`src/rtl/tlb_ptw_pkg.sv`:
```
// Shared definitions for the tlb_ptw page-table walker: FSM state encoding,
// PTE flag bit positions and Sv32 field geometry.
package tlb_ptw_pkg;

    typedef enum logic [2:0] {
        S_IDLE    = 3'd0,
        S_L1_REQ  = 3'd1,
        S_L1_WAIT = 3'd2,
        S_L0_REQ  = 3'd3,
        S_L0_WAIT = 3'd4,
        S_RESP    = 3'd5
    } ptw_state_e;

    // PTE flag positions, {D,A,G,U,X,W,R,V}
    localparam int PTE_V = 0;
    localparam int PTE_R = 1;
    localparam int PTE_W = 2;
    localparam int PTE_X = 3;
    localparam int PTE_U = 4;
    localparam int PTE_G = 5;
    localparam int PTE_A = 6;
    localparam int PTE_D = 7;

    localparam int PTE_PPN_LSB   = 10;
    localparam int PTE_PPN_MSB   = 31;
    localparam int PAGE_OFFSET   = 12;
    localparam int VPN_IDX_W     = 10;
    localparam int PTE_IDX_SHIFT = 2;
    localparam int PERM_W        = 8;

endpackage

```
`src/rtl/tlb_ptw_pte_check.sv`:
```
// Combinational PTE decode shared by both walk levels: classifies the entry as
// leaf / pointer and flags every fault condition for the given level.
module tlb_ptw_pte_check
    import tlb_ptw_pkg::*;
#(
    parameter int PTE_WIDTH = 32,
    parameter int PPN_WIDTH = 22
) (
    input  logic [PTE_WIDTH-1:0] pte,
    input  logic                 level,
    input  logic                 err,
    output logic                 is_leaf,
    output logic                 fault,
    output logic [PPN_WIDTH-1:0] next_ppn
);

    logic v;
    logic r;
    logic w;
    logic x;
    logic misaligned;
    logic unused_rsw;

    // RSW bits carry no meaning for the walker
    assign unused_rsw = ^pte[PTE_PPN_LSB-1:PTE_D+1];

    always_comb begin
        v          = pte[PTE_V];
        r          = pte[PTE_R];
        w          = pte[PTE_W];
        x          = pte[PTE_X];
        is_leaf    = r | x;
        next_ppn   = pte[PTE_PPN_LSB +: PPN_WIDTH];
        misaligned = level && is_leaf && (pte[PTE_PPN_LSB +: VPN_IDX_W] != '0);
        // a pointer at level 0 has nowhere left to go
        fault      = err | ~v | (~r & w) | misaligned | (~level & ~is_leaf);
    end

endmodule

```
`src/rtl/tlb_ptw.sv`:
```
// Two-level Sv32-style hardware page-table walker with a single-outstanding
// PTE read port; every output is a register updated alongside the next state.
module tlb_ptw
    import tlb_ptw_pkg::*;
#(
    parameter int PA_WIDTH  = 34,
    parameter int PPN_WIDTH = 22,
    parameter int VPN_WIDTH = 20,
    parameter int PTE_WIDTH = 32
) (
    input  logic                 clk,
    input  logic                 rst_n,
    input  logic [PPN_WIDTH-1:0] satp_ppn_i,
    input  logic                 ptw_req_valid_i,
    output logic                 ptw_req_ready_o,
    input  logic [VPN_WIDTH-1:0] ptw_req_vpn_i,
    output logic                 ptw_resp_valid_o,
    input  logic                 ptw_resp_ready_i,
    output logic [PPN_WIDTH-1:0] ptw_resp_ppn_o,
    output logic [PERM_W-1:0]    ptw_resp_perm_o,
    output logic                 ptw_resp_level_o,
    output logic                 ptw_resp_fault_o,
    output logic                 mem_req_valid_o,
    input  logic                 mem_req_ready_i,
    output logic [PA_WIDTH-1:0]  mem_req_addr_o,
    input  logic                 mem_resp_valid_i,
    output logic                 mem_resp_ready_o,
    input  logic [PTE_WIDTH-1:0] mem_resp_data_i,
    input  logic                 mem_resp_err_i
);

    ptw_state_e           state;
    logic [VPN_WIDTH-1:0] vpn_q;

    logic                 chk_leaf;
    logic                 chk_fault;
    logic [PPN_WIDTH-1:0] chk_ppn;

    tlb_ptw_pte_check #(
        .PTE_WIDTH (PTE_WIDTH),
        .PPN_WIDTH (PPN_WIDTH)
    ) u_pte_check (
        .pte      (mem_resp_data_i),
        .level    (state == S_L1_WAIT),
        .err      (mem_resp_err_i),
        .is_leaf  (chk_leaf),
        .fault    (chk_fault),
        .next_ppn (chk_ppn)
    );

    // PTE address = table base + index * 4, wrapping at PA_WIDTH
    function automatic logic [PA_WIDTH-1:0] pte_addr(input logic [PPN_WIDTH-1:0] ppn,
                                                     input logic [VPN_IDX_W-1:0] idx);
        logic [PA_WIDTH-1:0] base;
        logic [PA_WIDTH-1:0] offs;
        base = PA_WIDTH'({ppn, {PAGE_OFFSET{1'b0}}});
        offs = PA_WIDTH'({idx, {PTE_IDX_SHIFT{1'b0}}});
        return base + offs;
    endfunction

    always_ff @(posedge clk) begin
        if (!rst_n) begin
            state            <= S_IDLE;
            vpn_q            <= '0;
            ptw_req_ready_o  <= 1'b1;
            ptw_resp_valid_o <= 1'b0;
            ptw_resp_ppn_o   <= '0;
            ptw_resp_perm_o  <= '0;
            ptw_resp_level_o <= 1'b0;
            ptw_resp_fault_o <= 1'b0;
            mem_req_valid_o  <= 1'b0;
            mem_req_addr_o   <= '0;
            mem_resp_ready_o <= 1'b0;
        end else begin
            case (state)
                S_IDLE: begin
                    if (ptw_req_valid_i) begin
                        vpn_q           <= ptw_req_vpn_i;
                        mem_req_addr_o  <= pte_addr(satp_ppn_i,
                                                    ptw_req_vpn_i[VPN_WIDTH-1:VPN_IDX_W]);
                        mem_req_valid_o <= 1'b1;
                        ptw_req_ready_o <= 1'b0;
                        state           <= S_L1_REQ;
                    end
                end
                S_L1_REQ, S_L0_REQ: begin
                    if (mem_req_ready_i) begin
                        mem_req_valid_o  <= 1'b0;
                        mem_resp_ready_o <= 1'b1;
                        state            <= (state == S_L1_REQ) ? S_L1_WAIT : S_L0_WAIT;
                    end
                end
                S_L1_WAIT, S_L0_WAIT: begin
                    if (mem_resp_valid_i) begin
                        mem_resp_ready_o <= 1'b0;
                        if (chk_fault) begin
                            ptw_resp_fault_o <= 1'b1;
                            ptw_resp_ppn_o   <= '0;
                            ptw_resp_perm_o  <= '0;
                            ptw_resp_level_o <= 1'b0;
                            ptw_resp_valid_o <= 1'b1;
                            state            <= S_RESP;
                        end else if (chk_leaf) begin
                            // superpage: low PPN half comes from VPN0
                            ptw_resp_ppn_o   <= (state == S_L1_WAIT)
                                              ? {chk_ppn[PPN_WIDTH-1:VPN_IDX_W], vpn_q[VPN_IDX_W-1:0]}
                                              : chk_ppn;
                            ptw_resp_perm_o  <= mem_resp_data_i[PERM_W-1:0];
                            ptw_resp_level_o <= (state == S_L1_WAIT);
                            ptw_resp_fault_o <= 1'b0;
                            ptw_resp_valid_o <= 1'b1;
                            state            <= S_RESP;
                        end else begin
                            mem_req_addr_o  <= pte_addr(chk_ppn, vpn_q[VPN_IDX_W-1:0]);
                            mem_req_valid_o <= 1'b1;
                            state           <= S_L0_REQ;
                        end
                    end
                end
                S_RESP: begin
                    if (ptw_resp_ready_i) begin
                        ptw_resp_valid_o <= 1'b0;
                        ptw_resp_ppn_o   <= '0;
                        ptw_resp_perm_o  <= '0;
                        ptw_resp_level_o <= 1'b0;
                        ptw_resp_fault_o <= 1'b0;
                        ptw_req_ready_o  <= 1'b1;
                        state            <= S_IDLE;
                    end
                end
                default: begin
                    state            <= S_IDLE;
                    ptw_req_ready_o  <= 1'b1;
                    ptw_resp_valid_o <= 1'b0;
                    mem_req_valid_o  <= 1'b0;
                    mem_resp_ready_o <= 1'b0;
                end
            endcase
        end
    end

endmodule
```
`config.mk`:
```
export PLATFORM = sky130hd
export DESIGN_NAME = tlb_ptw
export DESIGN_NICKNAME = d
export VERILOG_FILES = /design/src/rtl/tlb_ptw_pkg.sv /design/src/rtl/tlb_ptw_pte_check.sv /design/src/rtl/tlb_ptw.sv
export SDC_FILE = /design/constraint.sdc
export NUM_CORES = 1
export LEC_CHECK = 0
export ABC_AREA = 1
export CAP_MARGIN = 20
export CELL_PAD_IN_SITES_DETAIL_PLACEMENT = 2
export CELL_PAD_IN_SITES_GLOBAL_PLACEMENT = 2
export CORE_MARGIN = 2
export CORE_UTILIZATION = 25
export CTS_CLUSTER_SIZE = 8
export DETAILED_ROUTE_END_ITERATION = 7
export PLACE_DENSITY_LB_ADDON = 0.1
export SLEW_MARGIN = 20
export SYNTH_ARGS = -nofsm -noshare
export SYNTH_HDL_FRONTEND = slang
export SYNTH_SLANG_ARGS = --single-unit
```
`constraint.sdc`:
```
create_clock -name clk -period 4.19 [get_ports clk]
set_clock_uncertainty 0.1 [all_clocks]
set_input_delay 0.419 -clock clk [delete_from_list [all_inputs] [get_ports clk]]
set_output_delay 0.419 -clock clk [all_outputs]
set_load 0.005 [all_outputs]
```
# Word level (Yosys, flattened, before mapping)

Cells that the tools add are included.

Input bits: 81
Output and inout bits: 70
Bits in registers: 83
Logic and storage cells: 108

Eq/ne operators: 12
Reduce and logical (&&, ||, !) cells: 19
Add/subtract/negate cells: 2
Bitwise logic cells: 15
Mux-type cells: 49

Operator list:

| operator                                                               | number |
|---|---|
| 34-bit 2-to-1 mux                                                      | 4 |
| 22-bit 2-to-1 mux                                                      | 4 |
| 34-bit by 12-bit adder with 34-bit output                              | 2 |
| 34-bit case mux with 2 select lines                                    | 1 |
| 22-bit case mux with 2 select lines                                    | 1 |
| 8-bit 2-to-1 mux                                                       | 4 |
| 3-bit 2-to-1 mux                                                       | 7 |
| 1-bit 2-to-1 mux                                                       | 19 |
| 8-bit case mux with 2 select lines                                     | 1 |
| 2-bit inequality test (second input constant)                          | 6 |
| 3-bit case mux with 4 select lines                                     | 1 |
| 4-bit AND reduction                                                    | 3 |
| 10-bit 2-to-1 mux                                                      | 1 |
| 10-bit nonzero test                                                    | 1 |
| 1-bit case mux with 3 select lines                                     | 3 |
| 1-bit NOT                                                              | 8 |
| 3-bit by 2-bit equality test with 1-bit output (second input constant) | 2 |
| 3-bit equality test (second input constant)                            | 2 |
| 3-bit AND reduction                                                    | 2 |
| 6-bit AND reduction                                                    | 1 |
| 2-bit OR reduction                                                     | 3 |
| 1-bit bitwise OR                                                       | 5 |
| 5-bit AND reduction                                                    | 1 |
| 1-bit case mux with 2 select lines                                     | 2 |
| 10 further kinds                                                       | 13 |

# Logic depth before layout (Yosys ltp)

Gate-level depths: netlist (run 1).

Depth after elaboration: 8
Gate-level depth with buffers: 13
Depth with buffers taken out: 12

# Hierarchy

A second synthesis (run 1) with hierarchy kept.

Cell total of the unflattened synthesis: 625
Area, all modules: 4,113.9 µm²

Modules (own cells, without submodules):

| module            | area an instance (µm²) | instances | cells each | sequential area each (µm²) |
|---|---|---|---|---|
| tlb_ptw           | 3,871.2                | 1         | 587        | 1,621.6 |
| tlb_ptw_pte_check | 242.7                  | 1         | 38         | 0.0 |

# Worst setup path after synthesis (run 1)

Ideal clock, no wire load.

Path kind: input -> register
Start: in mem_resp_data_i[1]
End: reg ptw_resp_level_o
Data required time: 3.979 ns
Setup time: 0.111 ns
Path slack: 2.435 ns
Stages on the path: 11
Arrival time: 1.543 ns
Buffers on the path: 1
Cell sequence: nor2_1 > nor2_1 > o21ai_2 > nand3_2 > nand2_4 > nand2_4 > nand2_4 > inv_4 > buf_6 > nor2_2 > nor2_1

Longest elaborated chain between the ends: 8
Elaborated cells on any way between the ends: 15
Those cells by class: eq/ne: 1; mux: 3; bitwise: 8; reduce/logical: 3

RTL lines:

| item                                                         | RTL line                                         | source |
|---|---|---|
| start, declared                                              | tlb_ptw.sv:28                                    | `input logic [PTE_WIDTH-1:0] mem_resp_data_i,` |
| 1-bit NOT / 1-bit bitwise OR (equally long branches)         | tlb_ptw_pte_check.sv:36, tlb_ptw_pte_check.sv:32 |  |
| 1-bit AND / 1-bit logical AND (equally long branches)        | tlb_ptw_pte_check.sv:36, tlb_ptw_pte_check.sv:34 |  |
| 1-bit bitwise OR / 1-bit logical AND (equally long branches) | tlb_ptw_pte_check.sv:36, tlb_ptw_pte_check.sv:34 |  |
| 1-bit bitwise OR (2 in series)                               | tlb_ptw_pte_check.sv:36                          | `fault = err \| ~v \| (~r & w) \| misaligned \| (~level & ~is_leaf);` |
| 1-bit 2-to-1 mux                                             | tlb_ptw.sv:96                                    | `if (chk_fault) begin` |
| 1-bit 2-to-1 mux                                             | tlb_ptw.sv:94                                    | `if (mem_resp_valid_i) begin` |
| 1-bit case mux with 2 select lines                           | tlb_ptw.sv:75                                    | `case (state)` |
| end signal, assigned                                         | tlb_ptw.sv:109                                   | `ptw_resp_level_o <= (state == S_L1_WAIT);` |
| end, declared                                                | tlb_ptw.sv:21                                    | `output logic ptw_resp_level_o,` |

Several ways; a longest one is shown, not always the timed one. The select of a mux whose other input is x is not followed.
A chain may end at the register's enable or synchronous reset.

# Worst setup path after layout (run 1)

Start: in mem_resp_data_i[1]
End: reg ptw_resp_ppn_o[16]

Longest elaborated chain between the ends: 8
Elaborated cells on any way between the ends: 15
Those cells by class: eq/ne: 1; mux: 3; bitwise: 8; reduce/logical: 3

RTL lines:

| item                                                         | RTL line                                         | source |
|---|---|---|
| 1-bit NOT / 1-bit bitwise OR (equally long branches)         | tlb_ptw_pte_check.sv:36, tlb_ptw_pte_check.sv:32 |  |
| 1-bit AND / 1-bit logical AND (equally long branches)        | tlb_ptw_pte_check.sv:36, tlb_ptw_pte_check.sv:34 |  |
| 1-bit bitwise OR / 1-bit logical AND (equally long branches) | tlb_ptw_pte_check.sv:36, tlb_ptw_pte_check.sv:34 |  |
| 1-bit bitwise OR (2 in series)                               | tlb_ptw_pte_check.sv:36                          |  |
| 22-bit 2-to-1 mux                                            | tlb_ptw.sv:96                                    |  |
| 22-bit 2-to-1 mux                                            | tlb_ptw.sv:94                                    |  |
| 22-bit case mux with 2 select lines                          | tlb_ptw.sv:75                                    |  |
| end signal, assigned                                         | tlb_ptw.sv:105                                   | `ptw_resp_ppn_o <= (state == S_L1_WAIT)` |
| end, declared                                                | tlb_ptw.sv:19                                    | `output logic [PPN_WIDTH-1:0] ptw_resp_ppn_o,` |

Several ways; a longest one is shown, not always the timed one. The select of a mux whose other input is x is not followed.

==> metrics.yaml, run 1 <==
synth_top_family_by_area: "simple AND/OR/NAND/NOR gates"
grt_start_max_net_pins: 57
io_pins: 151
multi_input_area_um2: 2010
ys_types: 28
setup_viol: 0
p_per_area_nw_per_um2: 809
clock_path_buffers: 2
required_ns: 4.37
crit_type: "in -> reg"
die_h_um: 131
cts_buffers: 9
worst_slack_ns: 1.60
worstHoldPathType: "reg -> reg"
n_fill_cell: 1869
finalInstanceArea_um2: 5880
antenna_cells: 0
start_util: 0.255
cp-startpoint: "mem_resp_data_i[1]"
cp_max_fo: 24
synth_adder_area_share: 0
grt_pass1_vias: 4824
synth-xor-area-share: 0
status: "complete, no violations"
timing.rr.start: "state[2]"
dpl.hpwl_um: 11700
cts_resized: 0
rows: 46
start_kind: "input pin"
ir_drop_uv: 349
rsz0062_at_grt: "no"
syn-cell-area_um2: 4040
synth-seq-cells: 81
dr.first_iter.drc_count: 130
htree_levels: 3
synth_mux_area_frac: 0
die_w_um: 131
clk_pin_slew_ns: 0.06
dp.cells: 938
cpPeakStageDelay_ns: 0.47
yosys_warnings: 0
max_slew_margin: 0.577
die-area_um2: 17200
portBuffers: 146
cts-root-buf: "clkbuf_16"
crit_end: "ptw_resp_ppn_o[16]"
end_kind: "register"
place_ws_ns: 1.20
wire_per_inst_um: 16.8
synth_compound_area_frac: 0.128
rrSetupSlack_ns: 1.71
route.detailed.drc: 0
cts_tree: "built"
tns_ns: 0
core_area_um2: 15800
post_cts_buffers: 0
clk_latency_ns: 0.34
fmax_mhz: 387
p_leak_nw: 2.40
r2r_end: "ptw_resp_ppn_o[16]"
syn2layout_area_growth_pct: 45.8
cts_sinks: 81
finalNetCount: 814
synthSimpleGateAreaFrac: 0.367
layout.cells.non_filler: 954
ff2ff_path_depth: 11
dr.pass1.iters: 4
cts_hold_buf: 0
routed_via_density: 4.61
seq_area_frac_synth: 0.402
wirelength_um: 16000
grt_pass1_wl_um: 25100
worstPathCellList: "clkdlybuf4s50_1, nor2_1, nand2_1, inv_2, nor2_4, nand3_2, nand2_4, nand2_4, nand2_4, inv_4, nor2_1, nor2_1"
worst_pin_slew_ns: 0.634
fin_crit_ns: 2.59
worst_ep_arrival_time_ns: 2.76
antenna_left: 0
period_share: 0.617
vias: 4400
maxSlewViolCount: 0
syn_area_per_cell_um2: 6.64
synthCells: 608
antenna_found_initial: 0
drive_above_1_share: 0.0799
place_area_um2: 5590
final-hold-violation-count: 0
grt_usage: 0.193
seq_area_um2: 1620
cpMaxStageDelayCell: "clkdlybuf4s50_1"
cap_violations: 0
finalWeightedCongestion: 0.757
grt_remaining_overflow: 0
==> per-layer routing <==
layer,GRT usage,up-vias,share of wire
li1,-,2174,-
met1,0.240,2121,0.45
met2,0.342,92,0.49
met3,0.0308,13,0.049
met4,0.0557,0,0.012
met5,0,-,0
==> cell type report <==
cell class,instances,share of cell area
Multi-Input combinational cell,439,0.341
Sequential cell,81,0.276
Timing Repair Buffer,151,0.254
Tap cell,216,0.0459
Clock buffer,11,0.0413
Inverter,51,0.0330
Clock inverter,5,0.00936
==> power breakdown <==
group | switching (W) | leakage, nW | internal [W]
Sequential | 0.000171 | 0.665 | 0.00106
Combinational | 0.00170 | 1.60 | 0.00102
Clock | 0.000331 | 0.142 | 0.000476
==> cell usage after synthesis (all sizes together) <==
master | n | area, µm²
a31oi | 1 | 6.26
nand3b | 1 | 7.51
or2 | 2 | 12.5
dfxtp | 81 | 1620
nand3 | 68 | 355
o31ai | 1 | 7.51
nand4 | 2 | 12.5
clkinv | 1 | 3.75
clkbuf | 13 | 48.8
o21ai | 52 | 268
nand2 | 171 | 692
nor2 | 92 | 403
conb | 1 | 3.75
buf | 25 | 169
inv | 50 | 190
a21oi | 47 | 235
==> kinds of logic (layout without fill, tap and decap cells) <==
group	after synthesis	in the layout
other	1	2
DFF	81	81
AOI/OAI and AO/OA	101	101
buffers and inverters	89	218
and+or+nand+nor	336	336
==> stage by stage <==
step                total power (W)  hold WS (ns)   util
finish                      0.00476         0.367  0.372
CTS                         0.00487         0.369  0.372
global route                0.00524         0.384  0.372
floorplan                   0.00303         0.341      -
global placement            0.00389         0.350  0.353
detailed placement          0.00401         0.353  0.353
==> flip-flops by register name, indices dropped and copies added (netlist names) <==
signal,count
ptw_resp_valid_o,1
mem_resp_ready_o,1
vpn_q,10
ptw_resp_level_o,1
ptw_resp_fault_o,1
mem_req_addr_o,32
ptw_req_ready_o,1
ptw_resp_ppn_o,22
state,3
mem_req_valid_o,1
ptw_resp_perm_o,8
==> cells in the final DEF (no fill, tap or decap), types with 6 or more instances in the layout <==
cell type          n
dfxtp_1           81
nor2_1            77
nand3_1           65
clkbuf_16          9
o21ai_0           36
nor2_2            11
o21ai_1           14
clkdlybuf4s50_1  145
nand2_1          161
a21oi_1           47
inv_2              6
inv_1             43
==> critical path: cells and delay by family <==
family	cells	cell delay, ns
buffers and inverters	3	0.87
and+or+nand+nor	9	1.44
==> worst min-delay path by stage <==
| stage | startpoint | to | slack (ns) | cells past startpoint |
|---|---|---|---|---|
| after global placement | mem_req_addr_o[16] | mem_req_addr_o[16] | 0.35 | 2 |
| final | mem_req_addr_o[33] | mem_req_addr_o[33] | 0.37 | 2 |
| after CTS | mem_req_addr_o[33] | mem_req_addr_o[33] | 0.37 | 2 |
| after detailed placement | ptw_req_ready_o | ptw_req_ready_o | 0.35 | 2 |
| after global routing | mem_req_addr_o[9] | mem_req_addr_o[9] | 0.38 | 2 |
| after floorplan | vpn_q[1] | vpn_q[1] | 0.34 | 2 |
(Power assumes the default switching activity.)
==> run 2, diff against run 1 <==
--- a/config.mk
+++ b/config.mk
@@ -10,7 +10,7 @@
 export CELL_PAD_IN_SITES_DETAIL_PLACEMENT = 2
 export CELL_PAD_IN_SITES_GLOBAL_PLACEMENT = 2
 export CORE_MARGIN = 2
-export CORE_UTILIZATION = 25
+export CORE_UTILIZATION = 23
 export CTS_CLUSTER_SIZE = 8
 export DETAILED_ROUTE_END_ITERATION = 7
 export PLACE_DENSITY_LB_ADDON = 0.1
==> constraint.sdc (replaced) <==
create_clock -name clk -period 2.6 [get_ports clk]
set_clock_uncertainty 0.1 [all_clocks]
set_input_delay 0.26 -clock clk [delete_from_list [all_inputs] [get_ports clk]]
set_output_delay 0.26 -clock clk [all_outputs]
set_load 0.005 [all_outputs]
==> metrics.yaml, run 2 (synthesis gave the netlist of run 1 again) <==
antenna_cells: 0
clk_latency_ns: 0.34
status: "complete, no violations"
finalWeightedCongestion: 0.746
final_common_cell: "nand2_1"
grt_pass1_wl_um: 25800
fin_crit_ns: 2.24
wirelength_um: 16500
clock_path_buffers: 2
cts_buffers: 9
antenna_found_initial: 0
die_h_um: 136
routed_via_density: 4.58
antenna_left: 0
reg_top3: "mem_req_addr_o x32, ptw_resp_ppn_o x22, vpn_q x10"
grt_start_max_net_pins: 33
total_power_w: 0.00769
syn2layout_area_growth_pct: 46.9
worst_pin_slew_ns: 0.640
required_ns: 2.74
portBuffers: 146
worstHoldPathType: "in -> reg"
cts_tree: "built"
vias: 4445
p_per_area_nw_per_um2: 1300
io_pins: 151
start_kind: "register"
worst_slack_ns: 0.362
max_slew_margin: 0.572
finalNetCount: 822
dr.first_iter.drc_count: 189
crit_type: "reg -> reg"
dpl.hpwl_um: 12200
multi_input_area_um2: 2010
setup_viol: 0
timing.hold.ws_ns: 0.289
rsz0062_at_grt: "no"
mostFrequentLayoutCells: "nand2_1 (161), clkdlybuf4s50_1 (145), dfxtp_1 (81)"
seq_area_um2: 1620
fmax_mhz: 447
cts_hold_buf: 0
grt_remaining_overflow: 0
start_util: 0.234
grt_usage: 0.183
cts_sinks: 81
cts_resized: 0
dr.pass1.iters: 4
p_leak_nw: 2.43
cp_max_fo: 18
htree_levels: 3
end_kind: "register"
core_area_um2: 17200
maxSlewViolCount: 0
place_ws_ns: 0.168
post_cts_buffers: 0
worst_ep_arrival_time_ns: 2.38
die_w_um: 136
wire_per_inst_um: 17.0
drive_above_1_share: 0.0858
largest_reg_flops: 32
cap_violations: 0
cts-root-buf: "clkbuf_16"
n_fill_cell: 2027
finalInstanceArea_um2: 5930
tns_ns: 0
period_share: 0.861
top_register: "mem_req_addr_o"
route.detailed.drc: 0
place_area_um2: 5670
rows: 48
ir_drop_uv: 446
final-hold-violation-count: 0
clk_pin_slew_ns: 0.06
grt_pass1_vias: 4671
die-area_um2: 18600
## run 2: worst paths after layout
path	from	end	slack [ns]	depth (start not counted)
worst max-delay path	state[1]	ptw_resp_ppn_o[2]	0.36	12
worst min-delay path	rst_n	ptw_req_ready_o	0.29	2
worst max register to register	state[1]	ptw_resp_ppn_o[2]	0.36	12
worst min register to register	mem_req_addr_o[2]	mem_req_addr_o[2]	0.36	2
## run 2: report_power, final
part           switching (W)  internal, W
Sequential          0.000284      0.00172
Combinational        0.00276      0.00175
Clock               0.000538     0.000646
## run 2: critical path, cell delays in order, from the launching register on
cell	delay, ns
dfxtp_1	0.47
nand3_2	0.31
nand2_1	0.18
inv_2	0.06
nor2_4	0.12
nand3_2	0.16
nand2_4	0.12
nand2_4	0.09
nand2_4	0.09
buf_4	0.22
nand2_1	0.09
nand2_1	0.07
nor2_1	0.05
## run 2: layout make-up
type	instances	area share
timing repair buffer	159	0.264
tap	225	0.0475
multi-input combinational	439	0.339
clock buffer	13	0.0405
clock inverter	3	0.00295
inverter	51	0.0327
sequential	81	0.274
## run 2: per-layer routing
metal	vias to the layer above	wire length (µm)	track usage
li1	2190	-	-
met5	-	0	0
met3	13	658	0.0295
met4	0	207	0.0556
met2	86	8100	0.313
met1	2156	7520	0.234
## run 2: metrics by stage
stage               instances   util
floorplan                 609      -
global placement          955  0.329
detailed placement        955  0.329
CTS                       971  0.344
global route              971  0.344
finish                    971  0.344
==> run 3, diff against run 2 <==
--- a/config.mk
+++ b/config.mk
@@ -13,6 +13,7 @@
 export CORE_UTILIZATION = 23
 export CTS_CLUSTER_SIZE = 8
 export DETAILED_ROUTE_END_ITERATION = 7
+export GPL_TIMING_DRIVEN = 0
 export PLACE_DENSITY_LB_ADDON = 0.1
 export SLEW_MARGIN = 20
 export SYNTH_ARGS = -nofsm -noshare
==> metrics.yaml, run 3 (synthesis gave the netlist of run 1 again) <==
p_leak_nw: 2.51
reg_top3: "mem_req_addr_o x32, ptw_resp_ppn_o x22, vpn_q x10"
grtUsageMet3: 0.0343
hold_depth: 2
cts_hold_buf: 0
wirelength_um: 17000
dr.first_iter.drc_count: 111
routed_via_density: 4.54
start_kind: "input pin"
htree_levels: 3
cp_max_fo: 10
max_slew_margin: 0.608
route.detailed.drc: 0
cap_violations: 0
cts-root-buf: "clkbuf_16"
io_pins: 151
end_kind: "register"
cts_buffers: 9
grt_start_max_net_pins: 14
grt_pass1_vias: 4959
busiest_layer: "met2"
crit_type: "in -> reg"
clk_pin_slew_ns: 0.06
dpl.hpwl_um: 13600
die_w_um: 136
maxSlewViolCount: 0
fin_crit_ns: 2.16
use_met1: 0.241
grt_remaining_overflow: 0
start_util: 0.234
period_share: 0.831
rsz0062_at_grt: "no"
n_fill_cell: 2067
drive_above_1_share: 0.101
grt_usage: 0.188
largest_reg_flops: 32
syn2layout_area_growth_pct: 51.1
core_area_um2: 17200
die_h_um: 136
worstHoldPathType: "reg -> reg"
fmax_mhz: 463
final-hold-violation-count: 0
antenna_left: 0
dr.pass1.iters: 4
fin_util: 0.354
post_cts_buffers: 0
grt_pass1_wl_um: 26900
cpPeakStageDelay_ns: 0.48
antenna_found_initial: 0
cts_sinks: 81
p_per_area_nw_per_um2: 1330
required_ns: 2.76
worst_ep_arrival_time_ns: 2.32
worst_pin_slew_ns: 0.588
timing.hold.ws_ns: 0.365
setup_viol: 0
final_common_cell: "nand2_1"
met2_usage: 0.326
finalNetCount: 847
ff2ff_path_depth: 9
vias: 4520
multi_input_area_um2: 2010
tns_ns: 0
status: "complete, no violations"
mostFrequentLayoutCells: "nand2_1 (161), clkdlybuf4s50_1 (146), dfxtp_1 (81)"
ir_drop_uv: 396
clock_path_buffers: 2
portBuffers: 146
rows: 48
cts_tree: "built"
top_register: "mem_req_addr_o"
cts_resized: 0
seq_area_um2: 1620
wire_per_inst_um: 17.1
worstPathCellList: "clkdlybuf4s50_1, nor2_1, nand2_1, inv_2, nor2_4, nand2_4, nand2_2, nand2_4, buf_2, nand2_1, a21oi_1"
die-area_um2: 18600
clk_latency_ns: 0.34
cpMaxStageDelayCell: "clkdlybuf4s50_1"
antenna_cells: 0
finalWeightedCongestion: 0.792
## run 3: changes by cell type in the layout (fill, tap and decap cells not counted)
cell             before  now
clkinv_2              2    0
buf_4                12    5
buf_6                 0    5
buf_2                 1   15
inv_6                 0    1
bufinv_16             0    1
buf_12                1    0
clkbuf_8              0    3
clkdlybuf4s50_1     145  146
clkbuf_1              4   14
## run 3: worst paths after layout
| check | start | endpoint | slack, ns |
|---|---|---|---|
| max | mem_resp_data_i[1] | mem_req_addr_o[13] | 0.44 |
| min | mem_req_addr_o[24] | mem_req_addr_o[24] | 0.36 |
| max reg2reg | state[2] | mem_req_addr_o[27] | 0.45 |
| min reg2reg | mem_req_addr_o[24] | mem_req_addr_o[24] | 0.36 |
## run 3: cell type report
class | count | share of cell area
buffer | 38 | 0.0357
clock buffer | 13 | 0.0443
clock inverter | 3 | 0.00759
inverter | 51 | 0.0318
multi-input combinational | 439 | 0.329
sequential | 81 | 0.266
tap | 225 | 0.0462
timing repair buffer | 146 | 0.240
## run 3: through the flow
stage               power (W)  setup WS [ns]  cell area [µm²]  cells
finish                0.00810          0.439             6100    996
global route          0.00890          0.225             6100    996
CTS                   0.00827          0.337             6100    996
detailed placement    0.00683         0.0182             5780    980
global placement      0.00665         0.0645             5780    980
floorplan             0.00488          0.912             4040    609
## run 3: worst max-delay path: cells and delay by family
family                 cells  cell delay, ns
buffers and inverters      3            0.81
AND/OR/NAND/NOR            7            1.08
AO/OA/AOI/OAI              1            0.15
## run 3: routing by layer
metal / share of wire / vias up
met5: 0 / -
met4: 0.011 / 0
met3: 0.036 / 9
met2: 0.49 / 92
met1: 0.46 / 2179
li1: - / 2240
## run 3: power by group
part           leakage [nW]  internal (W)  switching (W)
Combinational          1.70       0.00192        0.00281
Clock                 0.152      0.000828       0.000550
Sequential            0.665       0.00172       0.000282
Total                  2.51       0.00446        0.00364
